[config.mk]
export PLATFORM = sky130hd
export DESIGN_NAME = trees_pred_writeback
export DESIGN_NICKNAME = d
export VERILOG_FILES = /design/src/rtl/trees_acc_pkg.sv /design/src/rtl/trees_pred_pair_packer.sv /design/src/rtl/trees_pred_writeback.sv
export SDC_FILE = /design/constraint.sdc
export NUM_CORES = 1
export LEC_CHECK = 0
export ABC_AREA = 0
export CAP_MARGIN = 10
export CORE_UTILIZATION = 50
export DETAILED_ROUTE_END_ITERATION = 10
export PLACE_DENSITY = 0.82
export REMOVE_ABC_BUFFERS = 1
export SKIP_LAST_GASP = 1
export SYNTH_ARGS = -nofsm -noshare
export SYNTH_HDL_FRONTEND = slang
export SYNTH_HIERARCHICAL = 1
export SYNTH_SLANG_ARGS = --single-unit
[constraint.sdc]
create_clock -name clk -period 3.95 [get_ports clk]
set_clock_uncertainty 0.2 [all_clocks]
set_input_delay 0.395 -clock clk [delete_from_list [all_inputs] [get_ports clk]]
set_output_delay 0.395 -clock clk [all_outputs]
set_load 0.02 [all_outputs]
[src/rtl/trees_acc_pkg.sv]
// Shared constants and types for the trees_rtl_basic_dma64 accelerator:
// DMA encodings, datapath widths and the write-back FSM state type.
package trees_acc_pkg;

    localparam int PRED_WIDTH    = 32;
    localparam int BEAT_WIDTH    = 64;
    localparam int DMA_ADDR_W    = 32;
    localparam int DMA_LEN_W     = 32;
    localparam int DMA_SIZE_W    = 3;
    localparam int DMA_USER_W    = 6;

    localparam logic [DMA_SIZE_W-1:0] DMA_SIZE_64 = 3'b011;

    typedef enum logic [1:0] {
        IDLE = 2'd0,
        CTRL = 2'd1,
        DATA = 2'd2,
        DONE = 2'd3
    } wb_state_t;

endpackage

[src/rtl/trees_pred_pair_packer.sv]
// Packs two 32-bit predictions into one 64-bit beat behind a single-entry
// beat register, with the ready/valid handshaking on both sides.
module trees_pred_pair_packer
    import trees_acc_pkg::*;
(
    input  logic                  clk,
    input  logic                  rst,
    input  logic                  clr,
    input  logic                  en,
    input  logic                  has_samples,
    input  logic                  last_sample,
    input  logic                  pred_valid,
    output logic                  pred_ready,
    input  logic [PRED_WIDTH-1:0] pred_data,
    output logic                  chnl_valid,
    input  logic                  chnl_ready,
    output logic [BEAT_WIDTH-1:0] chnl_data
);

    logic                  odd_reg;
    logic [PRED_WIDTH-1:0] low_reg;
    logic [BEAT_WIDTH-1:0] beat_reg;
    logic                  beat_full_reg;

    logic completing_beat;
    logic accept;

    // A lone final prediction of an odd-length run also closes a beat.
    assign completing_beat = odd_reg || last_sample;
    assign pred_ready = en && has_samples &&
                        !(beat_full_reg && !chnl_ready && completing_beat);
    assign accept     = pred_valid && pred_ready;
    assign chnl_valid = beat_full_reg;
    assign chnl_data  = beat_reg;

    always_ff @(posedge clk or posedge rst) begin
        if (rst) begin
            odd_reg       <= 1'b0;
            low_reg       <= '0;
            beat_reg      <= '0;
            beat_full_reg <= 1'b0;
        end else if (clr) begin
            odd_reg       <= 1'b0;
            low_reg       <= '0;
            beat_reg      <= '0;
            beat_full_reg <= 1'b0;
        end else if (accept && completing_beat) begin
            // Refill wins over a same-cycle drain, so the register stays full.
            beat_reg      <= odd_reg ? {pred_data, low_reg}
                                     : {{PRED_WIDTH{1'b0}}, pred_data};
            beat_full_reg <= 1'b1;
            odd_reg       <= 1'b0;
        end else begin
            if (accept) begin
                low_reg <= pred_data;
                odd_reg <= 1'b1;
            end
            if (beat_full_reg && chnl_ready) begin
                beat_full_reg <= 1'b0;
            end
        end
    end

endmodule

[src/rtl/trees_pred_writeback.sv]
// Write-back stage: issues one DMA write per run and streams the packed
// prediction beats, then pulses done for the accelerator control.
module trees_pred_writeback
    import trees_acc_pkg::*;
#(
    parameter int MAX_BURST = 5000,
    parameter int DMA_WIDTH = 64
) (
    input  logic                  clk,
    input  logic                  rst,
    input  logic                  start,
    input  logic [31:0]           n_samples,
    input  logic [31:0]           base_index,
    input  logic                  pred_valid,
    output logic                  pred_ready,
    input  logic [PRED_WIDTH-1:0] pred_data,
    output logic                  dma_write_ctrl_valid,
    input  logic                  dma_write_ctrl_ready,
    output logic [DMA_ADDR_W-1:0] dma_write_ctrl_data_index,
    output logic [DMA_LEN_W-1:0]  dma_write_ctrl_data_length,
    output logic [DMA_SIZE_W-1:0] dma_write_ctrl_data_size,
    output logic [DMA_USER_W-1:0] dma_write_ctrl_data_user,
    output logic                  dma_write_chnl_valid,
    input  logic                  dma_write_chnl_ready,
    output logic [DMA_WIDTH-1:0]  dma_write_chnl_data,
    output logic                  busy,
    output logic                  done
);

    localparam int CW = $clog2(MAX_BURST + 1);
    localparam logic [CW-1:0] ONE = CW'(1);

    wb_state_t       state_reg;
    logic [CW-1:0]   samples_left_reg;
    logic [CW-1:0]   beats_left_reg;
    logic [CW-1:0]   length_reg;
    logic [31:0]     index_reg;
    logic            ctrl_valid_reg;
    logic            busy_reg;
    logic            done_reg;

    logic [CW-1:0]   n_eff;
    logic [CW-1:0]   len_calc;
    logic            pred_fire;
    logic            beat_fire;

    always_comb begin
        n_eff    = (n_samples > 32'(MAX_BURST)) ? CW'(MAX_BURST) : n_samples[CW-1:0];
        // ceil(n/2) without the n+1 carry that could overflow CW bits
        len_calc = (n_eff >> 1) + {{(CW-1){1'b0}}, n_eff[0]};
    end

    assign pred_fire = pred_valid && pred_ready;
    assign beat_fire = dma_write_chnl_valid && dma_write_chnl_ready;

    always_ff @(posedge clk or posedge rst) begin
        if (rst) begin
            state_reg        <= IDLE;
            samples_left_reg <= '0;
            beats_left_reg   <= '0;
            length_reg       <= '0;
            index_reg        <= '0;
            ctrl_valid_reg   <= 1'b0;
            busy_reg         <= 1'b0;
            done_reg         <= 1'b0;
        end else begin
            case (state_reg)
                IDLE: begin
                    if (start) begin
                        busy_reg <= 1'b1;
                        if (n_eff == '0) begin
                            done_reg  <= 1'b1;
                            state_reg <= DONE;
                        end else begin
                            samples_left_reg <= n_eff;
                            beats_left_reg   <= len_calc;
                            length_reg       <= len_calc;
                            index_reg        <= base_index;
                            ctrl_valid_reg   <= 1'b1;
                            state_reg        <= CTRL;
                        end
                    end
                end
                CTRL: begin
                    if (dma_write_ctrl_ready) begin
                        ctrl_valid_reg <= 1'b0;
                        state_reg      <= DATA;
                    end
                end
                DATA: begin
                    if (pred_fire && samples_left_reg != '0) begin
                        samples_left_reg <= samples_left_reg - ONE;
                    end
                    if (beat_fire && beats_left_reg != '0) begin
                        beats_left_reg <= beats_left_reg - ONE;
                        if (beats_left_reg == ONE) begin
                            done_reg  <= 1'b1;
                            state_reg <= DONE;
                        end
                    end
                end
                DONE: begin
                    done_reg  <= 1'b0;
                    busy_reg  <= 1'b0;
                    state_reg <= IDLE;
                end
                default: state_reg <= IDLE;
            endcase
        end
    end

    trees_pred_pair_packer u_packer (
        .clk         (clk),
        .rst         (rst),
        .clr         (state_reg == IDLE),
        .en          (state_reg == DATA),
        .has_samples (samples_left_reg != '0),
        .last_sample (samples_left_reg == ONE),
        .pred_valid  (pred_valid),
        .pred_ready  (pred_ready),
        .pred_data   (pred_data),
        .chnl_valid  (dma_write_chnl_valid),
        .chnl_ready  (dma_write_chnl_ready),
        .chnl_data   (dma_write_chnl_data)
    );

    assign dma_write_ctrl_valid       = ctrl_valid_reg;
    assign dma_write_ctrl_data_index  = index_reg;
    assign dma_write_ctrl_data_length = {{(DMA_LEN_W-CW){1'b0}}, length_reg};
    assign dma_write_ctrl_data_size   = DMA_SIZE_64;
    assign dma_write_ctrl_data_user   = '0;
    assign busy                       = busy_reg;
    assign done                       = done_reg;

endmodule

==> Word-level counts from Yosys, hierarchy flattened <==
Cells that the tools add are included.
{ "word_totals": {"ff_bits": 174, "input_bits": 102, "output_inout_bits": 142} }
{ "op_classes": {"n_addsub": 3, "magnitude_cmp": 1, "eq_ne": 13, "n_mux": 38, "bitwise": 1, "n_reduce_logical": 32} }
{ "ops": {"columns": ["operator", "count"], "rows": [
  ["two-way mux 64 bit", 3],
  ["two-way mux 32 bit", 3],
  ["two-way mux 13 bit", 7],
  ["one-hot mux 13 bit (2 select lines)", 2],
  ["> comparator 32 x 13 -> 1 bit, second input constant", 1],
  ["== test 13 x 1 -> 1 bit, second input constant", 2],
  ["nonzero test 13 bit", 2],
  ["subtractor 13 x 1 -> 13 bit, second input constant", 2],
  ["AND reduction 4 bit", 4],
  ["two-way mux 1 bit", 14],
  ["inequality test 2 bit, second input constant", 7],
  ["adder 12 x 1 -> 13 bit", 1],
  ["zero test 13 bit", 1],
  ["two-way mux 2 bit", 5],
  ["nonzero test 2 bit", 5],
  ["logical AND 1 bit", 9],
  ["nonzero test 3 bit", 3],
  ["one-hot mux 2 bit (4 select lines)", 1],
  ["AND reduction 5 bit", 1],
  ["== test 2 bit, second input constant", 2],
  ["one-hot mux 1 bit (2 select lines)", 2],
  ["AND reduction 2 bit", 2],
  ["one-hot mux 1 bit (3 select lines)", 1],
  ["AND reduction 3 bit", 1],
  ["6 further kinds", 7]
]} }

==> Longest topological paths before layout <==
{ "depth": {"word_depth": 9, "ltp_mapped": 15, "mapped_depth_nobuf": 12} }

==> Hierarchy <==
Netlist, hierarchy kept.
{ "modules_own_cells": {"columns": ["mod", "n_inst", "cells_each", "area_each_um2"], "rows": [
  ["trees_pred_writeback", 1, 476, 4862.2],
  ["trees_pred_pair_packer", 1, 422, 4548.1]
]} }

==> Least setup slack after synthesis <==
OpenSTA, ideal clock, no wires.
{ "synth_timing": {"path_type": "input port to flip-flop", "start": "in n_samples[21]", "end": "reg index_reg[10] (netlist: dma_write_ctrl_data_index[10])", "arrival_ns": 3.453, "required_ns": 3.625, "path_slack_ns": 0.172, "cell_stages": 13, "path_cell_list": "or4_1 > or2_2 > a211oi_4 > buf_6 > buf_2 > nand2_1 > ha_1 > nor2b_1 > nand3_1 > nor2_1 > a21oi_4 > buf_6 > mux2_4"} }
{ "synth_between": {"elab_chain_len": 5} }
{ "synth_rtl": {"columns": ["item", "line_no", "text"], "rows": [
  ["start: declaration", "trees_pred_writeback.sv:12", "input logic [31:0] n_samples,"],
  ["> comparator 32 x 13 -> 1 bit", "trees_pred_writeback.sv:48", "n_eff = (n_samples > 32'(MAX_BURST)) ? CW'(MAX_BURST) : n_samples[CW-1:0];"],
  ["two-way mux 13 bit", "trees_pred_writeback.sv:48", null],
  ["zero test 13 bit", "trees_pred_writeback.sv:71", "if (n_eff == '0) begin"],
  ["NOT 1 bit (no line)", null, null],
  ["AND reduction 3 bit (no line)", null, null],
  ["end signal: assignment", "trees_pred_writeback.sv:78", "index_reg <= base_index;"],
  ["end: declaration", "trees_pred_writeback.sv:37", "logic [31:0] index_reg;"]
]} }
No other way between the ends.
A chain may end at the register's enable or synchronous reset.

==> Final worst setup path <==
{ "layout_timing": {"start": "reg samples_left_reg[8]", "end": "out pred_ready"} }
{ "layout_between": {"elab_chain_len": 5, "word_cells_on_any_way": 7} }
{ "layout_rtl": {"columns": ["item", "line_no", "text"], "rows": [
  ["start: declaration", "trees_pred_writeback.sv:34", "logic [CW-1:0] samples_left_reg;"],
  ["start signal: assignment", "trees_pred_writeback.sv:75", "samples_left_reg <= n_eff;"],
  ["start signal: assignment", "trees_pred_writeback.sv:92", "samples_left_reg <= samples_left_reg - ONE;"],
  ["== test 13 x 1 -> 1 bit", "trees_pred_writeback.sv:118", ".last_sample (samples_left_reg == ONE),"],
  ["logical OR 1 bit", "trees_pred_pair_packer.sv:29", "assign completing_beat = odd_reg || last_sample;"],
  ["logical AND 1 bit", "trees_pred_pair_packer.sv:31", "!(beat_full_reg && !chnl_ready && completing_beat);"],
  ["zero test 1 bit", "trees_pred_pair_packer.sv:31", null],
  ["logical AND 1 bit (*)", "trees_pred_pair_packer.sv:30", "assign pred_ready = en && has_samples &&"],
  ["end: declaration", "trees_pred_writeback.sv:15", "output logic pred_ready,"]
]} }
Every way passes the cells marked *; elsewhere a longest branch is shown, timed or not.

==> reports/metrics.yaml <==
critical_path:
  cp_common_cell: "or4_1"
  critical_path_class: "reg -> out"
  crit_family: "simple AND/OR/NAND/NOR gates"
  crit_required_ps: 3360
  crit_fanout: 6
  worst_setup_path_start_kind: "flip-flop"
  slowest_stage: "or4_1"
  crit_start: "samples_left_reg[8]$_DFFE_PP0P_"
  rrSetupSlack_ps: 440
  max_stage_delay_ps: 550
  critPathCaptureType: "primary output"
  cp_cell_sequence: "or4_1, or4_1, nor2_1, nor2_4, o211a_1, clkdlybuf4s50_1"
  regToRegStartpoint: "samples_left_reg[8]$_DFFE_PP0P_"
  arrival_ps: 3150
  path_buf_inv: 1
min_path:
  holdCritPathClass: "in -> async"
synth:
  synth_top_cell_area_share_pct: 46.27
  synth-edff-count: 0
  synthArstFlopShare_pct: 100.0
  synth_seq_area_share_pct: 46.27
  ys.flop_type: "dfrtp_1"
  synth_top_area_cell: "dfrtp_1"
  synth_cells: 898
  synth_common_cells: "174 x dfrtp_1, 55 x inv_1, 48 x clkbuf_1, 45 x a21oi_1, 44 x a211oi_1"
  synth_warnings: 6
  synth.distinct_cells: 73
  ys_seq_elements: 174
  syn_area_mm2: 0.009410
  synth.most_common_cell: "dfrtp_1"
  synth_area_leaders: "dfrtp_1 46%, mux2_2 5.0%, mux2_4 4.5%"
  syn_avg_cell_area_um2: 10.48
run_status:
  violations: "design-rule violations"
  status: "finished with violations"
clock_tree:
  clock_latency_ps: 430
  cts_setup_buffers: 0
  htree_levels: 4
  cts_root_buffer: "clkbuf_16"
  clkSinkCount: 174
  cts_buffer_depth: 2
  cts_buffers: 17
  ctsResizeCount: 0
  cts.clk_slew.worst_paths_ps: 70
  cts_tree: "done"
  cts_hold_buffers: 0
power:
  p_per_area_mw_per_mm2: 618.3
  irDropWorstVdd_mv: 0.4489
  leakage_nw: 4.978
  power_mw: 7.628
timing:
  finalSetupTns_ps: 0
  hold_viol: 0
  fmax_mhz: 266.9
  finalSetupViolations: 0
  tightest_slew_ps: 1027
  rsz0062_at_grt: "false"
  drv_slew: 0
  period_needed_ps: 3746
  relSlewSlack_pct: 31.53
  post-route-period-util_pct: 94.84
routing:
  wl_per_cell_um: 19.70
  viasPerCell: 6.142
  wirelength_mm: 26.26
  drt-pass1-iter-count: 10
  vias: 8187
  antenna_left: 0
  drc: 20
  initialDrtViolationCount: 877
die:
  num_rows: 49
  die_w_um: 139.2
  coreArea_mm2: 0.01821
  initial_core_util_pct: 51.68
  dieArea_mm2: 0.01937
  dieHeight_um: 139.2
  num_io_pins: 244
grt:
  grt_usage_pct: 27.79
  grt_pass1_vias: 8143
  overflow: 0
  antenna_found_initial: 0
  grt_pass1_wl_mm: 43.17
  grt_max_degree: 84
layout:
  area_growth_pct: 31.10
  largest_register_ffs: 64
  drive_gt1_share_pct: 14.31
  nets: 1206
  diodes: 0
placement:
  place_congestion: 0.9394
  place_hpwl_mm: 17.27
  portBuffers: 215
job:
  max_cap_viol_count: 0
-- worst register-to-register path: stages, from the launching register on --
cell and delay [ps]:
dfrtp_1 430, or4_1 550, or4_1 470, nor2_1 350, nor2_4 70, o211a_1 290, nand2_1 90, a21oi_1 170
o21ai_4 220, a21oi_2 70, buf_4 200, a221oi_1 270
-- stage by stage --
step                      util (%)  setup WS (ps)  cells  area [µm²]  hold WS, ps
after floorplan                  -          -2284    823        8962        260.6
after global placement       64.46          185.2   1302       11740        267.4
after detailed placement     64.46          132.0   1302       11740        275.3
after CTS                    67.75          197.2   1333       12340        298.1
after global routing         67.75          95.98   1333       12340        302.9
final                        67.75          203.7   1333       12340        291.3
-- logic make-up (layout without fill, tap and decap cells) --
group / count (synthesis) / count (layout) / synth area share, %
adder cells (fa/ha/maj): 12 / 12 / 1.595
AND/OR/NAND/NOR: 211 / 211 / 12.55
other: 2 / 28 / 0.07981
multiplexers: 75 / 75 / 10.03
buffers and inverters: 156 / 336 / 7.991
XOR/XNOR: 9 / 9 / 0.8377
flip-flops: 174 / 174 / 46.27
AO/OA/AOI/OAI: 259 / 259 / 20.65
-- placed cells by master, fill, tap and decap left out, types with 38 or more instances in the layout --
| cell | instances |
|---|---|
| clkdlybuf4s50_1 | 215 |
| dfrtp_1 | 173 |
| inv_1 | 53 |
| a21oi_1 | 44 |
| a211oi_1 | 44 |
| o31ai_1 | 42 |
| mux2_2 | 42 |
| nor4_1 | 40 |
| nand4_1 | 39 |
| a22o_1 | 38 |
-- final cells by class --
type                    count  area, µm²
fillers                  1392       5872
multi-input cells         594       4434
flip-flops and latches    174       4355
repair buffers            250       2452
clock buffers              20      466.7
well taps                 229      286.5
inverters                  55      209.0
clock inverters            11      132.6
-- power breakdown --
| group | total (mW) | switching, mW | internal (mW) |
|---|---|---|---|
| Clock | 1.71 | 0.723 | 0.986 |
| Combinational | 3.37 | 1.87 | 1.49 |
| Sequential | 2.55 | 0.332 | 2.22 |
| Total | 7.63 | 2.93 | 4.70 |
-- path summary, 6_finish.rpt --
check,end,cells past startpoint
worst max-delay path,pred_ready,6
max in group asynchronous,u_packer/odd_reg$_DFFE_PP0P_,3
worst min-delay path,dma_write_ctrl_data_index[6]$_DFFE_PP0P_,2
worst min register to register,u_packer/low_reg[14]$_DFFE_PP0P_,1
min in group clk,u_packer/low_reg[14]$_DFFE_PP0P_,1
worst max register to register,samples_left_reg[3]$_DFFE_PP0P_,11
-- per-layer routing --
layer | wire length (µm) | GRT usage [%]
met1 | 11330 | 38.24
met2 | 12490 | 44.23
met3 | 1977 | 5.352
met4 | 452 | 9.006
met5 | 0 | 0
(Power assumes the default switching activity.)
